--- config.mk ---
export PLATFORM = sky130hd
export DESIGN_NAME = controle_rodada_metronomo
export DESIGN_NICKNAME = d
export VERILOG_FILES = /design/src/rtl/metronomo_pkg.sv /design/src/rtl/consome_pulso.sv /design/src/rtl/controle_rodada_metronomo.sv
export SDC_FILE = /design/constraint.sdc
export NUM_CORES = 1
export LEC_CHECK = 0
export CORE_MARGIN = 1
export CORE_UTILIZATION = 45
export CTS_BUF_LIST = sky130_fd_sc_hd__clkbuf_16
export CTS_CLUSTER_DIAMETER = 150
export DETAILED_ROUTE_END_ITERATION = 10
export PLACE_DENSITY = 0.74
export SKIP_LAST_GASP = 1
export SLEW_MARGIN = 10
export SYNTH_ARGS = -nofsm -noshare
export SYNTH_HDL_FRONTEND = slang
export SYNTH_SLANG_ARGS = --single-unit
--- constraint.sdc ---
create_clock -name clock -period 1.8 [get_ports clock]
set_input_delay 0.36 -clock clock [delete_from_list [all_inputs] [get_ports clock]]
set_output_delay 0.36 -clock clock [all_outputs]
set_load 0.01 [all_outputs]
--- src/rtl/metronomo_pkg.sv ---
// Shared definitions for the metronome round sequencer: state encoding and
// tempo-select values.
package metronomo_pkg;

    typedef enum logic [2:0] {
        OCIOSO   = 3'd0,
        PREPARA  = 3'd1,
        CONTANDO = 3'd2,
        PAUSADO  = 3'd3,
        FIM      = 3'd4
    } estado_t;

    localparam logic TEMPO_120BPM = 1'b1;
    localparam logic TEMPO_PADRAO = 1'b0;

endpackage

--- src/rtl/consome_pulso.sv ---
// Counts a level pulse at most once per contiguous high interval, only while
// enabled; emits a registered one-cycle event one cycle after the count.
module consome_pulso (
    input  logic clock,
    input  logic reset,
    input  logic en,
    input  logic pulso,
    output logic conta,
    output logic evento
);

    logic consumido_q, consumido_d;
    logic evento_q;

    // conta is the same-cycle qualification, needed by the FSM to decide its
    // next state on the very edge that samples the pulse.
    assign conta = en & pulso & ~consumido_q;

    always_comb begin
        consumido_d = consumido_q;
        if (!pulso)
            consumido_d = 1'b0;
        else if (conta)
            consumido_d = 1'b1;
    end

    always_ff @(posedge clock or posedge reset) begin
        if (reset) begin
            consumido_q <= 1'b0;
            evento_q    <= 1'b0;
        end else begin
            consumido_q <= consumido_d;
            evento_q    <= conta;
        end
    end

    assign evento = evento_q;

endmodule

--- src/rtl/controle_rodada_metronomo.sv ---
// Round sequencer: starts, pauses, resumes and aborts a round of N beats,
// driving the metronome controls and turning its pulses into beat events.
module controle_rodada_metronomo
    import metronomo_pkg::*;
#(
    parameter int MAX_BATIDAS = 16,
    parameter int W           = $clog2(MAX_BATIDAS + 1)
) (
    input  logic         clock,
    input  logic         reset,
    input  logic         iniciar,
    input  logic         pausar,
    input  logic         abortar,
    input  logic         tempo_120,
    input  logic [W-1:0] num_batidas,
    input  logic         metro,
    input  logic         meio_metro,
    output logic         zeraMetro,
    output logic         contaMetro,
    output logic         metro_120BPM,
    output logic         batida,
    output logic         meia_batida,
    output logic [W-1:0] indice_batida,
    output logic         ocupado,
    output logic         fim_rodada,
    output logic [2:0]   db_estado
);

    estado_t        estado_q, estado_d;
    logic [W-1:0]   num_q, num_d;
    logic [W-1:0]   idx_q, idx_d;
    logic           tempo_q, tempo_d;

    logic           en_conta;
    logic           conta_metro;
    logic           meia_conta_unused;
    logic           inicio_ok;
    logic [W-1:0]   idx_inc;

    // abortar outranks a coincident beat, so counting is gated by it too.
    assign en_conta  = (estado_q == CONTANDO) && !abortar;
    assign inicio_ok = iniciar && (num_batidas != '0) &&
                       (num_batidas <= W'(MAX_BATIDAS));
    assign idx_inc   = idx_q + W'(1);

    consome_pulso u_metro (
        .clock  (clock),
        .reset  (reset),
        .en     (en_conta),
        .pulso  (metro),
        .conta  (conta_metro),
        .evento (batida)
    );

    consome_pulso u_meio (
        .clock  (clock),
        .reset  (reset),
        .en     (en_conta),
        .pulso  (meio_metro),
        .conta  (meia_conta_unused),
        .evento (meia_batida)
    );

    always_comb begin
        estado_d = estado_q;
        case (estado_q)
            OCIOSO:   if (inicio_ok) estado_d = PREPARA;
            PREPARA:  estado_d = abortar ? OCIOSO : CONTANDO;
            CONTANDO: begin
                if (abortar)
                    estado_d = OCIOSO;
                else if (conta_metro && (idx_inc == num_q))
                    estado_d = FIM;
                else if (pausar)
                    estado_d = PAUSADO;
            end
            PAUSADO: begin
                if (abortar)
                    estado_d = OCIOSO;
                else if (!pausar)
                    estado_d = CONTANDO;
            end
            FIM:      estado_d = OCIOSO;
            default:  estado_d = OCIOSO;
        endcase
    end

    always_comb begin
        num_d   = num_q;
        idx_d   = idx_q;
        tempo_d = tempo_q;
        if ((estado_q == OCIOSO) && inicio_ok) begin
            num_d   = num_batidas;
            tempo_d = tempo_120;
            idx_d   = '0;
        end
        if (conta_metro)
            idx_d = idx_inc;
    end

    always_ff @(posedge clock or posedge reset) begin
        if (reset) begin
            estado_q <= OCIOSO;
            num_q    <= '0;
            idx_q    <= '0;
            tempo_q  <= TEMPO_PADRAO;
        end else begin
            estado_q <= estado_d;
            num_q    <= num_d;
            idx_q    <= idx_d;
            tempo_q  <= tempo_d;
        end
    end

    // Moore outputs; PAUSADO drops both controls so the metronome holds.
    always_comb begin
        zeraMetro  = 1'b0;
        contaMetro = 1'b0;
        fim_rodada = 1'b0;
        case (estado_q)
            OCIOSO, PREPARA: zeraMetro = 1'b1;
            CONTANDO:        contaMetro = 1'b1;
            PAUSADO:         ;
            FIM: begin
                zeraMetro  = 1'b1;
                fim_rodada = 1'b1;
            end
            default:         zeraMetro = 1'b1;
        endcase
    end

    assign ocupado       = (estado_q != OCIOSO);
    assign db_estado     = estado_q;
    assign indice_batida = idx_q;
    assign metro_120BPM  = tempo_q;

endmodule

==> results_tabular.tex <==
\begin{tabular}{lr}
\hline
Metric & Value \\
\hline
\multicolumn{2}{l}{\textbf{Yosys}} \\
Number of synthesized register bits & 18 \\
Share of synthesized cell area in full adder, half adder and majority cells & 1.368\% \\
Largest family of logic cells by synthesized area & simple AND/OR/NAND/NOR gates \\
Synth Area in XOR/XNOR & 9.576\% \\
Ys flop type & dfrtp\_1 \\
Share of synthesized area spent on multiplexers & 10.94\% \\
Unique masters post-synth & 29 \\
Net count after synthesis & 89 \\
Area fraction in and, or, nand and nor cells after synthesis & 18.06\% \\
Top cell type's share of synthesized area & 49.25\% \\
Average instance area after synthesis & 12.20 um\^{}2 \\
Largest area contributor in the synthesized netlist & dfrtp\_1 \\
Cell types occupying the most area after synthesis & dfrtp\_1 49\%, mux2\_4 9.8\%, xnor2\_1 4.8\% \\
EDFF count, synth & 0 \\
Share of the synthesized area in compound gates (AO/OA/AOI/OAI) & 7.934\% \\
Ys Warns & 0 \\
Cell types with the highest counts after synthesis & 18 x dfrtp\_1, 6 x mux2\_4, 6 x o21ai\_0 \\
Mapped Cells & 75 \\
Most common cell in the netlist & dfrtp\_1 \\
Part of the Yosys area used for sequential elements & 49.25\% \\
Cell area after synthesis & 914.6 um\^{}2 \\
Fraction of registers with async set or reset after synthesis & 100.0\% \\
\multicolumn{2}{l}{\textbf{Worst setup path}} \\
Data required time of the worst path & 1.44 ns \\
Kind of end point of the critical path & output pin \\
Capture instance of the worst register-to-register path & db\_estado[0] \\
Stage delay of the slowest cell on the critical path & 0.55 ns \\
Crit path DAT & 1.37 ns \\
Worst R2R Path Depth & 5 \\
Source of the worst register-to-register timing path & indice\_batida[1] \\
Crit path max-delay cell type & clkdlybuf4s50\_1 \\
Buffers \& Inverters on Critical Path & 1 \\
CP Cell Sequence & nand2b\_1, clkdlybuf4s50\_1 \\
Setup Crit Path Kind & reg2out \\
Crit start category & register \\
Cell family with most CP delay & buffers and inverters \\
Reg2Reg Setup Slack & 0.18 ns \\
Largest fanout on the critical path & 7 \\
\multicolumn{2}{l}{\textbf{Power and ir drop}} \\
Power density over cell area & 926.9 mW/mm\^{}2 \\
Max VDD drop & 800.0 uV \\
Sequential share of power & 39.4\% \\
Switching power as a share of total power & 25.16\% \\
Clock share of power & 33.9\% \\
Combinational Power Share & 26.6\% \\
Cell internal power dissipation & 972.2 uW \\
Total power of the final layout & 1299 uW \\
P\_sw & 326.7 uW \\
Cell leakage power & 0.0006756 uW \\
\multicolumn{2}{l}{\textbf{Finish}} \\
Final Instance Area & 0.001401 mm\^{}2 \\
Layout cell share with drive strength beyond 1 & 25.21\% \\
Count of inserted antenna diode cells & 0 \\
Layout overhead on the synthesized area & 53.21\% \\
Final-stage net count & 134 \\
\multicolumn{2}{l}{\textbf{GRT}} \\
Overflow left after global routing & 0 \\
Layer carrying the most global-route usage & met2 \\
Antenna violations before repair & 0 \\
Via count of the first global-routing pass & 726 \\
GRT Total Usage & 22.28\% \\
Met3 usage & 3.846\% \\
Largest net degree at the start of global routing & 19 \\
Met2 global-route usage & 41.11\% \\
Met1 track demand over resource & 24.70\% \\
First-pass GRT wire length & 3236 um \\
\multicolumn{2}{l}{\textbf{Drt}} \\
Number of remaining DRC errors & 0 \\
Initial DRT Pass Iterations & 4 \\
Drt wl/cell & 13.41 um \\
Antenna viol nets, final & 0 \\
Drt total wl & 1931 um \\
Vias post-DR & 717 \\
Violation count after the first detailed-routing iteration & 4 \\
Number of vias per cell after detailed routing & 4.979 \\
\multicolumn{2}{l}{\textbf{Clocking}} \\
TritonCTS clock tree & yes \\
Clock insertion delay at the later pin of the skew report & 0.25 ns \\
Clock H-tree levels & 1 \\
Clock-pin slew on the worst setup and hold paths & 0.05 ns \\
Clock tree root buffer cell & clkbuf\_16 \\
Total number of clock tree sinks & 18 \\
Number of buffers created by CTS & 3 \\
Maximum buffer depth of the clock tree & 2 \\
\multicolumn{2}{l}{\textbf{STA}} \\
Hold Fails Final Rpt & 0 \\
Setup TNS & 0 ns \\
Portion of the clock cycle consumed by the worst path in the final layout & 95.94\% \\
Post-route clock skew & 0.004538 ns \\
Count of pins over their slew limit & 0 \\
Shortest clock period the worst path allows after layout & 1.727 ns \\
Max-Slew Margin vs Limit & 81.97\% \\
Final Setup Violations & 0 \\
Maximum operating frequency & 0.5790 GHz \\
Setup repair after global routing missed its margin & no \\
Actual slew at the worst max-slew pin & 0.2685 ns \\
\multicolumn{2}{l}{\textbf{Place}} \\
Half-perimeter wire length after placement & 1533 um \\
Count of port buffers added during placement & 27 \\
Instance area after placement & 0.001295 mm\^{}2 \\
Final estimated routing congestion in global placement & 0.7184 \\
\multicolumn{2}{l}{\textbf{Floorplanning}} \\
Std-Cell Core Area & 0.001821 mm\^{}2 \\
Die width & 47.09 um \\
Die height & 47.09 um \\
Initial core utilization & 50.24\% \\
I/O pin count & 28 \\
Floorplan die area & 0.002217 mm\^{}2 \\
Std-Cell Rows & 15 \\
\multicolumn{2}{l}{\textbf{Run}} \\
Max-capacitance violation count & 0 \\
\multicolumn{2}{l}{\textbf{Worst hold path}} \\
Tightest Hold Check Type & in2reg \\
Worst hold path endpoint & num\_q[3] \\
Launch point of the worst hold path & num\_batidas[3] \\
Worst Hold Path Cells & 2 \\
\multicolumn{2}{l}{\textbf{Outcome}} \\
Result of the run & finished clean \\
\hline
\end{tabular}
[final cells by class]
| cell class | instances | area [um^2] |
|---|---|---|
| repair buffers | 41 | 380.4 |
| clock inverters | 1 | 3.754 |
| inverters | 4 | 15.01 |
| multi-input cells | 52 | 442.9 |
| flip-flops and latches | 18 | 452.9 |
| well taps | 25 | 31.28 |
| clock buffers | 3 | 75.07 |
| fillers | 130 | 419.2 |
[timing repair]
| item | in CTS | in global routing |
|---|---|---|
| setup endpoints to repair | 10 | 8 |
| pin swaps | 0 | 3 |
| hold buffers | 0 | 0 |
| gates resized for setup | 6 | 3 |
| buffers inserted | 1 | 1 |
| cloned | 0 | 0 |
[power by group through the flow]
stage	logic (uW)	registers [uW]	clock network [uW]
4_1_cts	350	511	444
3_3_place_gp	339	512	0
3_5_place_dp	348	515	0
6_report	346	512	441
2_1_floorplan	188	518	0
5_1_grt	380	518	463
[per-layer routing]
layer	vias up	wire [um]
met5	-	0
li1	354	-
met4	0	36
met1	332	785
met3	5	85
met2	26	1024
[placed cells by master, fill, tap and decap left out]
cell             instances
clkdlybuf4s50_1         22
dfrtp_1                 16
buf_4                   14
o21ai_0                  6
mux2_4                   6
xor2_1                   5
xnor2_1                  5
inv_1                    4
clkbuf_16                3
dlymetal6s2s_1           3
nand2_1                  2
nand2b_1                 2
nand3_1                  2
nor2_1                   2
and2_1                   2
nor4_1                   2
o21a_1                   2
dfrtp_2                  2
dlygate4sd2_1            2
nor4_4                   1
nor2_2                   1
nand3b_1                 1
nor4b_4                  1
nor2b_1                  1
a21oi_1                  1
a31oi_1                  1
or2_4                    1
nand4_1                  1
nor4_2                   1
o41ai_1                  1
mux2i_1                  1
or3_1                    1
and3b_1                  1
o211ai_1                 1
ha_1                     1
clkinv_1                 1
[state kept, by name, summed over array words and instances (netlist names)]
signal and cells:
indice_batida 5, num_q 5, db_estado 3, metro_120BPM 1
u_meio.consumido_q 1, u_meio.evento 1, u_metro.consumido_q 1, u_metro.evento 1
[metrics by stage]
stage                     hold slack [ns]  std cells  utilization, %  worst slack, ns
after floorplan                    0.2986         75               -           0.2468
after global placement             0.4673        138           71.13          -0.2896
after detailed placement           0.4852        138           71.13          -0.3412
after CTS                          0.4936        143           76.15         -0.05340
after global routing               0.4750        144           76.98         0.005383
final                              0.4549        144           76.98          0.07300
[worst register-to-register path, cell delays in order (launching register included)]
cell and delay, ns:
dfrtp_1 0.41, ha_1 0.33, xnor2_1 0.17, nand4_1 0.15, nor4_2 0.33, o41ai_1 0.11
[how the worst max path moves through the flow]
stage,cells after the start,start,endpoint,slack [ns]
2_1_floorplan,5,indice_batida[0],db_estado[0],0.25
4_1_cts,3,db_estado[1],fim_rodada,-0.05
3_5_place_dp,5,num_batidas[1],num_q[2],-0.34
5_1_grt,5,num_batidas[2],num_q[4],0.005
3_3_place_gp,5,num_batidas[0],metro_120BPM,-0.29
6_report,2,db_estado[2],zeraMetro,0.07
[cells by family (layout without fill, tap and decap cells)]
logic type	Yosys count	count (layout)
simple gates	22	22
flops	18	18
compound gates	12	12
xor+xnor	10	10
mux	7	7
buf+inv	5	49
fa+ha+maj	1	1
Note: power is estimated with default switching activity, not from simulation.
